<file path="src/rtl/aes_pkg.sv">
// rtl/aes_pkg.sv - shared AES byte/column/state types, GF(2^8) xtime and MixColumns FSM states
package aes_pkg;

  typedef logic [7:0]   aes_byte_t;
  typedef logic [31:0]  aes_col_t;
  typedef logic [127:0] aes_state_t;

  localparam aes_byte_t AES_POLY_RED = 8'h1B;

  typedef enum logic [1:0] {IDLE, CALC, DONE} mc_state_e;

  function automatic aes_byte_t xtime(input aes_byte_t x);
    return {x[6:0], 1'b0} ^ (x[7] ? AES_POLY_RED : 8'h00);
  endfunction

endpackage

</file>
<file path="src/rtl/mix_single_column.sv">
// rtl/mix_single_column.sv - combinational MixColumns of one 32-bit column (row 0 in the MSB byte)
// MIX_COLUMNS_INV_EN adds i_inv_mode selecting InvMixColumns.
module mix_single_column
  import aes_pkg::*;
(
  input  aes_col_t i_col,
`ifdef MIX_COLUMNS_INV_EN
  input  logic     i_inv_mode,
`endif
  output aes_col_t o_col
);

  aes_byte_t w_a  [4];
  aes_byte_t w_x2 [4];
  aes_byte_t w_x3 [4];
  aes_col_t  w_fwd;

  always_comb begin
    for (int i = 0; i < 4; i++) begin
      w_a[i]  = i_col[31-8*i -: 8];
      w_x2[i] = xtime(w_a[i]);
      w_x3[i] = w_x2[i] ^ w_a[i];
    end
  end

  assign w_fwd = {w_x2[0] ^ w_x3[1] ^ w_a[2]  ^ w_a[3],
                  w_a[0]  ^ w_x2[1] ^ w_x3[2] ^ w_a[3],
                  w_a[0]  ^ w_a[1]  ^ w_x2[2] ^ w_x3[3],
                  w_x3[0] ^ w_a[1]  ^ w_a[2]  ^ w_x2[3]};

`ifdef MIX_COLUMNS_INV_EN
  aes_byte_t w_x4 [4];
  aes_byte_t w_x8 [4];
  aes_byte_t w_m9 [4];
  aes_byte_t w_mb [4];
  aes_byte_t w_md [4];
  aes_byte_t w_me [4];
  aes_col_t  w_inv;

  // 9/b/d/e multiples built from the x2 -> x4 -> x8 xtime chain
  always_comb begin
    for (int i = 0; i < 4; i++) begin
      w_x4[i] = xtime(w_x2[i]);
      w_x8[i] = xtime(w_x4[i]);
      w_m9[i] = w_x8[i] ^ w_a[i];
      w_mb[i] = w_x8[i] ^ w_x2[i] ^ w_a[i];
      w_md[i] = w_x8[i] ^ w_x4[i] ^ w_a[i];
      w_me[i] = w_x8[i] ^ w_x4[i] ^ w_x2[i];
    end
  end

  assign w_inv = {w_me[0] ^ w_mb[1] ^ w_md[2] ^ w_m9[3],
                  w_m9[0] ^ w_me[1] ^ w_mb[2] ^ w_md[3],
                  w_md[0] ^ w_m9[1] ^ w_me[2] ^ w_mb[3],
                  w_mb[0] ^ w_md[1] ^ w_m9[2] ^ w_me[3]};

  assign o_col = i_inv_mode ? w_inv : w_fwd;
`else
  assign o_col = w_fwd;
`endif

endmodule

</file>
<file path="src/rtl/mix_columns_seq.sv">
// rtl/mix_columns_seq.sv - sequential AES MixColumns, COLS_PER_CYCLE columns per CALC cycle, valid/ready both sides
// MIX_COLUMNS_INV_EN adds inv_mode (latched at accept) for InvMixColumns.
module mix_columns_seq
  import aes_pkg::*;
#(
  parameter int COLS_PER_CYCLE = 1
) (
  input  logic         clk,
  input  logic         rst_n,
  input  logic         in_valid,
  output logic         in_ready,
  input  logic [127:0] in_state,
`ifdef MIX_COLUMNS_INV_EN
  input  logic         inv_mode,
`endif
  output logic         out_valid,
  input  logic         out_ready,
  output logic [127:0] out_state
);

  localparam logic [1:0] LAST_CNT = 2'(4 - COLS_PER_CYCLE);
  localparam logic [1:0] CNT_STEP = 2'(COLS_PER_CYCLE);

  mc_state_e  r_state;
  mc_state_e  w_next;
  logic [1:0] r_cnt;
  aes_col_t   r_work   [4];
  aes_col_t   r_result [4];
  logic       r_inv;
  logic       w_accept;

  aes_col_t   w_col_in  [COLS_PER_CYCLE];
  aes_col_t   w_col_out [COLS_PER_CYCLE];
  logic [1:0] w_idx     [COLS_PER_CYCLE];

  assign in_ready  = (r_state == IDLE) | ((r_state == DONE) & out_ready);
  assign out_valid = (r_state == DONE);
  assign w_accept  = in_valid & in_ready;
  assign out_state = {r_result[0], r_result[1], r_result[2], r_result[3]};

  always_comb begin
    w_next = r_state;
    case (r_state)
      IDLE:    if (w_accept) w_next = CALC;
      CALC:    if (r_cnt == LAST_CNT) w_next = DONE;
      DONE: begin
        if (w_accept)       w_next = CALC;
        else if (out_ready) w_next = IDLE;
      end
      default: w_next = IDLE;
    endcase
  end

  always_ff @(posedge clk or negedge rst_n) begin
    if (!rst_n) r_state <= IDLE;
    else        r_state <= w_next;
  end

  // Column lanes: lane g works on column r_cnt+g (2-bit wrap)
  for (genvar g = 0; g < COLS_PER_CYCLE; g++) begin : g_col
    assign w_idx[g]    = r_cnt + 2'(g);
    assign w_col_in[g] = r_work[w_idx[g]];

    mix_single_column u_col (
      .i_col      (w_col_in[g]),
`ifdef MIX_COLUMNS_INV_EN
      .i_inv_mode (r_inv),
`endif
      .o_col      (w_col_out[g])
    );
  end

  always_ff @(posedge clk or negedge rst_n) begin
    if (!rst_n) begin
      r_cnt <= '0;
      r_inv <= 1'b0;
      for (int k = 0; k < 4; k++) begin
        r_work[k]   <= '0;
        r_result[k] <= '0;
      end
    end else if (w_accept) begin
      r_cnt <= '0;
`ifdef MIX_COLUMNS_INV_EN
      r_inv <= inv_mode;
`else
      r_inv <= 1'b0;
`endif
      for (int k = 0; k < 4; k++) r_work[k] <= in_state[127-32*k -: 32];
    end else if (r_state == CALC) begin
      r_cnt <= r_cnt + CNT_STEP;
      for (int g = 0; g < COLS_PER_CYCLE; g++) r_result[w_idx[g]] <= w_col_out[g];
    end
  end

endmodule

</file>
<file path="config.mk">
export PLATFORM = sky130hd
export DESIGN_NAME = mix_columns_seq
export DESIGN_NICKNAME = d
export VERILOG_FILES = /design/src/rtl/aes_pkg.sv /design/src/rtl/mix_single_column.sv /design/src/rtl/mix_columns_seq.sv
export SDC_FILE = /design/constraint.sdc
export NUM_CORES = 1
export LEC_CHECK = 0
export ABC_AREA = 1
export CAP_MARGIN = 40
export CELL_PAD_IN_SITES_DETAIL_PLACEMENT = 2
export CELL_PAD_IN_SITES_GLOBAL_PLACEMENT = 2
export CORE_ASPECT_RATIO = 1.75
export CORE_MARGIN = 5
export CORE_UTILIZATION = 26
export CTS_CLUSTER_SIZE = 12
export DETAILED_ROUTE_END_ITERATION = 10
export PLACE_DENSITY_LB_ADDON = 0.1
export SLEW_MARGIN = 10
export SYNTH_ARGS = -nofsm -noshare
export SYNTH_HDL_FRONTEND = slang
export SYNTH_SLANG_ARGS = --single-unit
</file>
<file path="constraint.sdc">
create_clock -name clk -period 1.8 [get_ports clk]
set_input_delay 0.18 -clock clk [delete_from_list [all_inputs] [get_ports clk]]
set_output_delay 0.18 -clock clk [all_outputs]
set_load 0.01 [all_outputs]
</file>
==> flow_summary.json, run 1 <==
{
  "clock-sinks": 260,
  "critical_path_class": "register to register",
  "antenna_found_initial": 2,
  "nets": 2423,
  "crit_top_cell": "nand2_2",
  "rsz0062_at_grt": "yes",
  "required_ns": 2.24,
  "cp.buffers_inverters": 5,
  "final_layout_size_suffix_gt1_share_pct": 21.83,
  "drt_pass1_iterations": 4,
  "fin_skew_ns": 0.01312,
  "critPathLaunch": "r_cnt[0]",
  "fp.dieH_um": 309.7,
  "drc_errors": 0,
  "worst_slew_pin_slew_ns": 0.5370,
  "r2r_slack_ns": -0.32,
  "start_util_pct": 26.06,
  "grt_max_degree": 59,
  "ys_ff_latch": 260,
  "worst_r2r_startpoint": "r_cnt[0]",
  "synth_edf_count": 0,
  "instances_no_fill": 2973,
  "path_clk_slew_ns": 0.06,
  "die_area_um2": 56120,
  "finalHoldViolations": 0,
  "cts_tree": "yes",
  "clockRootBuffer": "clkbuf_16",
  "yosys_warnings": 0,
  "reg2reg_to": "out_state[120]",
  "hpwlAfterDp_mm": 46.91,
  "cp.depth": 17,
  "netlist_instances": 1897,
  "synthFlopType": "dfrtp_1",
  "cts_buffers": 27,
  "drtIter0Drc": 550,
  "fin_crit_ns": 2.118,
  "max_slew_margin_pct": 64.20,
  "numPortBuffers": 261,
  "finalCritPeriodShare_pct": 117.7,
  "syn_nets": 2033,
  "antenna_left": 0,
  "post_drt_wl_per_cell_um": 20.48,
  "row_count": 110,
  "grt_overflow": 0,
  "place.gp.congestion": 0.8455,
  "path_cells": "buf_12 -> buf_12 -> buf_6 -> nand2_4 -> nand2_1 -> nand2_1 -> nand2_2 -> buf_12 -> nand2_2 -> nand2_2 -> buf_4 -> nand2_4 -> nand2_2 -> nand2_2 -> nand2_4 -> nand2_1 -> nand2_1",
  "synth_most_common_cell": "nand2_1",
  "synth.distinct_cells": 25,
  "viasPerCell": 4.669,
  "tns_ns": -29.74,
  "grt_pass1_wl_mm": 92.35,
  "syn_avg_cell_area_um2": 7.033,
  "io_pins": 262,
  "violations": "negative setup slack",
  "clkLatencyLatePin_ns": 0.56,
  "cp_slowest_stage_delay_ns": 0.43,
  "arrival_ns": 2.56,
  "setup_viol": 128,
  "critPathTopFamily": "simple AND/OR/NAND/NOR gates",
  "slew_violations": 0,
  "post_dp_cell_area_um2": 17930,
  "crit_path_end": "out_state[120]",
  "yosysSeqAreaShare_pct": 48.77,
  "via_count": 13880,
  "cts_buffer_depth": 3,
  "hold_path.class": "input pin to async pin",
  "die_w_um": 181.2,
  "layout_setup_ws_ns": -0.3179,
  "totalWireLength_mm": 60.90,
  "syn_to_final_growth_pct": 50.94,
  "grt_pass1_vias": 15820,
  "end_kind": "register",
  "crit_path_start_kind": "register",
  "rr_worst_depth": 17,
  "track_usage_pct": 20.91,
  "placedCellCount": 2905,
  "cap_viol_max_count": 0,
  "filler_cell_count": 5845,
  "fmax_ghz": 0.4722,
  "synthArstFlopShare_pct": 100.0,
  "netlist_area_um2": 13340,
  "design_area_um2": 20140,
  "htreeDepth": 1,
  "synth_top_cell_by_area": "dfrtp_1",
  "utilization_pct": 39.33,
  "synth_area_leaders": "dfrtp_1 (49%), nand2_1 (34%), nand3_1 (7.7%)",
  "cp_max_fo": 6,
  "outcome": "finished with violations",
  "netlist.area_leader.share_pct": 48.77,
  "yosys-top-cells-count": "nand2_1 (1219), dfrtp_1 (260), nand3_1 (204)",
  "coreArea_um2": 51200,
  "cp_slowest_cell": "dfrtp_2"
}
==> per-stage QoR <==
step	worst slack [ns]	hold slack, ns
detailed placement	-0.4518	0.1681
CTS	-0.2838	0.1336
finish	-0.3179	0.1654
floorplan	0.09773	-0.1156
global placement	-0.3667	0.1662
global route	-0.4345	0.1590
==> flip-flops by register name, indices dropped and copies added (netlist names) <==
signal and count:
r_cnt 2, r_state 2, r_work 128, out_state 128
==> logic make-up (layout without fill, tap and decap cells) <==
family	count (synthesis)	in the layout	share of synthesized area, %
XOR/XNOR	9	9	0.5909
flip-flops	260	260	48.77
other	0	1	0
buffers and inverters	135	537	5.149
adder cells (fa/ha/maj)	4	4	0.3751
AND/OR/NAND/NOR	1471	1472	44.38
AO/OA/AOI/OAI	18	18	0.7409
==> layout by cell type (no fill, tap or decap), drive strengths merged, types with 9 or more instances in the layout <==
| master | synthesis | layout |
|---|---|---|
| o21ai | 15 | 15 |
| clkdlybuf4s50 | 0 | 258 |
| clkbuf | 27 | 41 |
| nand2 | 1253 | 1254 |
| buf | 53 | 174 |
| nand3 | 209 | 209 |
| xnor2 | 9 | 9 |
| inv | 55 | 56 |
| dfrtp | 260 | 260 |
==> worst min-delay path by stage <==
stage	end	slack, ns	cells after the start
2_1_floorplan	out_state[0]	-0.12	0
3_3_place_gp	out_state[62]	0.17	1
3_5_place_dp	out_state[90]	0.17	1
4_1_cts	r_work[91]	0.13	3
5_1_grt	r_work[16]	0.16	3
6_report	out_state[90]	0.17	2
==> metal layers <==
metal / vias up / global-route usage (%) / routed length (µm)
li1: 6643 / - / -
met1: 6895 / 22.53 / 23130
met2: 272 / 41.59 / 33820
met4: 0 / 6.707 / 1805
met5: - / 0 / 0
met3: 70 / 2.850 / 2132
==> cell type report <==
cell class	count	area [µm²]	share of cell area, %
timing repair buffer	438	4522	22.45
tap	672	840.8	4.175
timing repair inverter	2	20.02	0.09941
sequential	260	6509	32.32
clock inverter	4	70.07	0.3479
inverter	55	234.0	1.162
multi-input combinational	1503	7193	35.72
clock buffer	38	747.0	3.709
antenna	1	2.502	0.01243
==> repair_timing <==
action | CTS | global route
pin swaps | 11 | 43
setup buffers | 5 | 13
hold endpoints to repair | 128 | 0
gates resized for setup | 127 | 190
hold buffers | 1 | 0
endpoints found under the setup margin | 130 | 130
cloned | 1 | 5
Power of run 1 is left out: the tool's default activity adds up to more than one toggle a clock period on the data nets, which glitch-free logic cannot reach.
==> run 2, diff against run 1 <==
--- a/config.mk
+++ b/config.mk
@@ -12,6 +12,7 @@
 export CORE_ASPECT_RATIO = 1.75
 export CORE_MARGIN = 5
 export CORE_UTILIZATION = 26
+export CTS_CLUSTER_DIAMETER = 60
 export CTS_CLUSTER_SIZE = 12
 export DETAILED_ROUTE_END_ITERATION = 10
 export PLACE_DENSITY_LB_ADDON = 0.1
==> flow_summary.json, run 2 (synthesized netlist as in run 1, its figures left out) <==
{
  "grt_overflow": 0,
  "die_w_um": 181.2,
  "cap_viol_max_count": 0,
  "violations": "negative setup slack",
  "hold_path.class": "input pin to register",
  "antenna_found_initial": 2,
  "final_layout_size_suffix_gt1_share_pct": 29.16,
  "crit_path_start_kind": "register",
  "max_slew_margin_pct": 65.17,
  "cts_buffers": 26,
  "rsz0062_at_grt": "yes",
  "critical_path_class": "register to register",
  "start_util_pct": 26.06,
  "layout_setup_ws_ns": -0.3021,
  "cts_tree": "yes",
  "crit_top_cell": "nand2_2",
  "multiInputGateArea_um2": 8079,
  "path_clk_slew_ns": 0.06,
  "final_common_cell": "nand2_1",
  "fin_crit_ns": 2.102,
  "cp.buffers_inverters": 4,
  "fp.dieH_um": 309.7,
  "post_drt_wl_per_cell_um": 21.25,
  "drtIter0Drc": 470,
  "numPortBuffers": 261,
  "antenna_left": 0,
  "finalCritPeriodShare_pct": 116.8,
  "pre_cts_slack_ns": -0.4518,
  "clkLatencyLatePin_ns": 0.56,
  "viasPerCell": 4.725,
  "fmax_ghz": 0.4757,
  "arrival_ns": 2.55,
  "io_pins": 262,
  "clock-sinks": 260,
  "row_count": 110,
  "grt_pass1_wl_mm": 91.98,
  "required_ns": 2.25,
  "cp_slowest_stage_delay_ns": 0.49,
  "drc_errors": 0,
  "cp_max_fo": 8,
  "totalWireLength_mm": 63.42,
  "syn_to_final_growth_pct": 59.19,
  "cts_buffer_depth": 3,
  "setup_viol": 128,
  "layout.cells.most_common_list": "nand2_1 (943), clkdlybuf4s50_1 (258), dfrtp_1 (258)",
  "finalHoldViolations": 0,
  "filler_cell_count": 5707,
  "cp_slowest_cell": "dfrtp_2",
  "grt_max_degree": 59,
  "htreeDepth": 1,
  "track_usage_pct": 20.81,
  "end_kind": "register",
  "die_area_um2": 56120,
  "nets": 2443,
  "via_count": 14100,
  "outcome": "finished with violations",
  "tns_ns": -25.71,
  "place.gp.congestion": 0.8455,
  "hpwlAfterDp_mm": 46.91,
  "slew_violations": 0,
  "path_cells": "buf_12 -> buf_6 -> nand2_2 -> nand2_1 -> nand2_2 -> nand2_4 -> buf_12 -> nand2_2 -> nand2_2 -> buf_6 -> nand2_4 -> nand2_2 -> nand2_2 -> nand2_4 -> nand2_2 -> nand2_1",
  "coreArea_um2": 51200,
  "design_area_um2": 21240,
  "critPathTopFamily": "simple AND/OR/NAND/NOR gates",
  "clockRootBuffer": "clkbuf_16",
  "grt_pass1_vias": 15780,
  "drt_pass1_iterations": 4,
  "worst_slew_pin_slew_ns": 0.5225,
  "fin_skew_ns": 0.01500,
  "seq_area_um2": 6509,
  "post_dp_cell_area_um2": 17930
}
## run 2: metrics by stage
step / std cells / util [%] / hold WS [ns]
5_1_grt: 2984 / 41.48 / 0.1639
2_1_floorplan: 1897 / - / -0.1156
6_report: 2984 / 41.48 / 0.1625
4_1_cts: 2945 / 37.29 / 0.1303
3_5_place_dp: 2905 / 35.02 / 0.1681
3_3_place_gp: 2905 / 35.02 / 0.1662
## run 2: path summary, 6_finish.rpt
kind	slack (ns)	from	to	cells past startpoint
min in group asynchronous	0.17	rst_n	out_state[26]	2
max	-0.30	r_cnt[0]	out_state[88]	16
max in group asynchronous	0.95	rst_n	out_state[3]	3
min reg2reg	0.48	out_state[111]	out_state[111]	2
min	0.16	in_state[117]	r_work[117]	3
max reg2reg	-0.30	r_cnt[0]	out_state[88]	16
## run 2: layer usage
metal / track usage, % / part of all wire (%) / vias up / wire, µm
li1: - / - / 6686 / -
met2: 41.64 / 56 / 293 / 35700
met4: 6.707 / 3.2 / 0 / 2018
met5: 0 / 0 / - / 0
met3: 2.569 / 3.0 / 94 / 1897
met1: 22.35 / 38 / 7025 / 23800
## run 2: repair_timing
item | CTS | global route
hold endpoints to repair | 129 | 0
gates resized for setup | 113 | 466
endpoints found under the setup margin | 130 | 130
cloned | 1 | 8
hold buffers | 1 | 0
pin swaps | 7 | 115
buffers inserted | 6 | 32
## run 2: final cells by class
| type | instances | share of cell area [%] |
|---|---|---|
| inverter | 55 | 1.113 |
| multi-input combinational | 1504 | 38.04 |
| clock inverter | 2 | 0.08837 |
| timing repair inverter | 1 | 0.05302 |
| sequential | 260 | 30.65 |
| timing repair buffer | 459 | 22.81 |
| tap | 672 | 3.959 |
| clock buffer | 30 | 3.281 |
| antenna | 1 | 0.01178 |
## run 2: tightest hold or removal path, stage by stage
cell and delay (ns):
clkdlybuf4s50_1 0.40, nand2_1 0.06, nand2_1 0.04
Power of run 2 is left out for the same reason.
==> run 3, diff against run 2 <==
--- a/config.mk
+++ b/config.mk
@@ -10,9 +10,9 @@
 export CELL_PAD_IN_SITES_DETAIL_PLACEMENT = 2
 export CELL_PAD_IN_SITES_GLOBAL_PLACEMENT = 2
 export CORE_ASPECT_RATIO = 1.75
-export CORE_MARGIN = 5
+export CORE_MARGIN = 3
 export CORE_UTILIZATION = 26
-export CTS_CLUSTER_DIAMETER = 60
+export CTS_CLUSTER_DIAMETER = 100
 export CTS_CLUSTER_SIZE = 12
 export DETAILED_ROUTE_END_ITERATION = 10
 export PLACE_DENSITY_LB_ADDON = 0.1
==> flow_summary.json, run 3 (synthesized netlist as in run 1, its figures left out) <==
{
  "seq_area_um2": 6509,
  "multiInputGateArea_um2": 8187,
  "worst_r2r_startpoint": "r_cnt[0]",
  "critical_path_class": "register to register",
  "cap_viol_max_count": 0,
  "clockRootBuffer": "clkbuf_16",
  "fmax_ghz": 0.4857,
  "grt_overflow": 0,
  "hpwlAfterDp_mm": 46.16,
  "die_area_um2": 54170,
  "finalCritPeriodShare_pct": 114.4,
  "drc_errors": 0,
  "drt_pass1_iterations": 4,
  "cp_max_fo": 8,
  "cts_tree": "yes",
  "outcome": "finished with violations",
  "r2r_slack_ns": -0.26,
  "grt_max_degree": 96,
  "reg2reg_to": "out_state[50]",
  "filler_cell_count": 5664,
  "clock-sinks": 260,
  "numPortBuffers": 261,
  "crit_path_start_kind": "register",
  "slew_violations": 0,
  "max_slew_margin_pct": 67.16,
  "nets": 2417,
  "worst_slew_pin_slew_ns": 0.4926,
  "cts_buffers": 25,
  "totalWireLength_mm": 63.07,
  "setup_viol": 128,
  "grt_pass1_wl_mm": 93.61,
  "fin_skew_ns": 0.02132,
  "layout.cells.most_common_list": "nand2_1 (909), dfrtp_1 (258), clkdlybuf4s50_1 (253)",
  "drtIter0Drc": 623,
  "start_util_pct": 26.37,
  "rsz0062_at_grt": "yes",
  "rr_worst_depth": 14,
  "htreeDepth": 1,
  "viasPerCell": 4.752,
  "design_area_um2": 20970,
  "row_count": 109,
  "post_dp_cell_area_um2": 17640,
  "post_drt_wl_per_cell_um": 21.39,
  "clkLatencyLatePin_ns": 0.55,
  "coreArea_um2": 50600,
  "path_clk_slew_ns": 0.07,
  "syn_to_final_growth_pct": 57.20,
  "final_common_cell": "nand2_1",
  "final_layout_size_suffix_gt1_share_pct": 30.73,
  "instances_no_fill": 2949,
  "arrival_ns": 2.49,
  "holdWs_ns": 0.1489,
  "finalHoldViolations": 0,
  "place.gp.congestion": 0.8276,
  "grt_pass1_vias": 15730,
  "antenna_found_initial": 3,
  "cts_buffer_depth": 3,
  "violations": "negative setup slack",
  "via_count": 14010,
  "layout_setup_ws_ns": -0.2589,
  "fp.dieH_um": 305.7,
  "end_kind": "register",
  "antenna_left": 0,
  "placedCellCount": 2876,
  "hold_path.class": "input pin to async pin",
  "required_ns": 2.24,
  "track_usage_pct": 22.41,
  "fin_crit_ns": 2.059,
  "die_w_um": 177.2,
  "io_pins": 262
}
run 3: changes by cell type in the layout (fill, tap and decap cells not counted), sizes merged, moves of 2 or more:
cell	before	now
inv	57	55
nand2	1255	1253
clkinv	0	2
buf	192	172
clkdlybuf4s50	258	253
dlygate4sd2	1	7
clkbuf	36	28
run 3: area by class of cell:
| type | instances | share of cell area, % |
|---|---|---|
| repair buffers | 435 | 21.51 |
| clock buffers | 26 | 3.001 |
| flip-flops and latches | 260 | 31.03 |
| well taps | 666 | 3.973 |
| diodes | 2 | 0.02386 |
| repair inverters | 2 | 0.1551 |
| multi-input cells | 1502 | 39.03 |
| clock inverters | 1 | 0.1432 |
| inverters | 55 | 1.128 |
run 3: worst max-delay path: stages, from the launching register on:
cell      delay [ns]
dfrtp_2         0.46
buf_6           0.16
clkinv_8        0.09
buf_6           0.14
nand2_4         0.05
nand2_1         0.07
nand2_2         0.08
nand2_4         0.07
nand2_2         0.08
nand2_4         0.07
buf_6           0.13
nand2_4         0.05
nand3b_1        0.25
nand3_2         0.17
nand2_1         0.06
run 3: worst max path at each step:
stage	endpoint	slack, ns	start
after floorplan	out_state[101]	0.1	r_cnt[1]
after detailed placement	out_state[68]	-0.55	r_cnt[0]
after global placement	out_state[68]	-0.49	r_cnt[0]
after CTS	out_state[82]	-0.28	r_cnt[0]
final	out_state[50]	-0.26	r_cnt[0]
after global routing	out_state[49]	-0.37	r_cnt[0]
run 3: stage by stage:
stage	setup slack (ns)	TNS (ns)	utilization (%)
finish	-0.2589	-24.37	41.45
global route	-0.3652	-39.75	41.45
CTS	-0.2799	-28.63	38.40
detailed placement	-0.5547	-42.44	34.86
global placement	-0.4942	-34.08	34.86
floorplan	0.09773	0	-
run 3: what timing repair did:
action / CTS / global route
endpoints found under the hold margin: 210 / 0
endpoints found under the setup margin: 135 / 130
pin swaps: 55 / 117
gates resized for setup: 258 / 370
hold buffers: 1 / 0
cloned: 6 / 2
buffers inserted: 17 / 20
run 3: per-layer routing:
layer | global-route usage [%] | vias to the layer above | share of wire, % | wire length [µm]
met3 | 2.312 | 99 | 3.2 | 2032
met2 | 43.73 | 298 | 56 | 35450
met4 | 9.236 | 0 | 3.8 | 2425
met1 | 24.01 | 7010 | 37 | 23160
met5 | 0 | - | 0 | 0
li1 | - | 6606 | - | -
Power of run 3 is left out for the same reason.
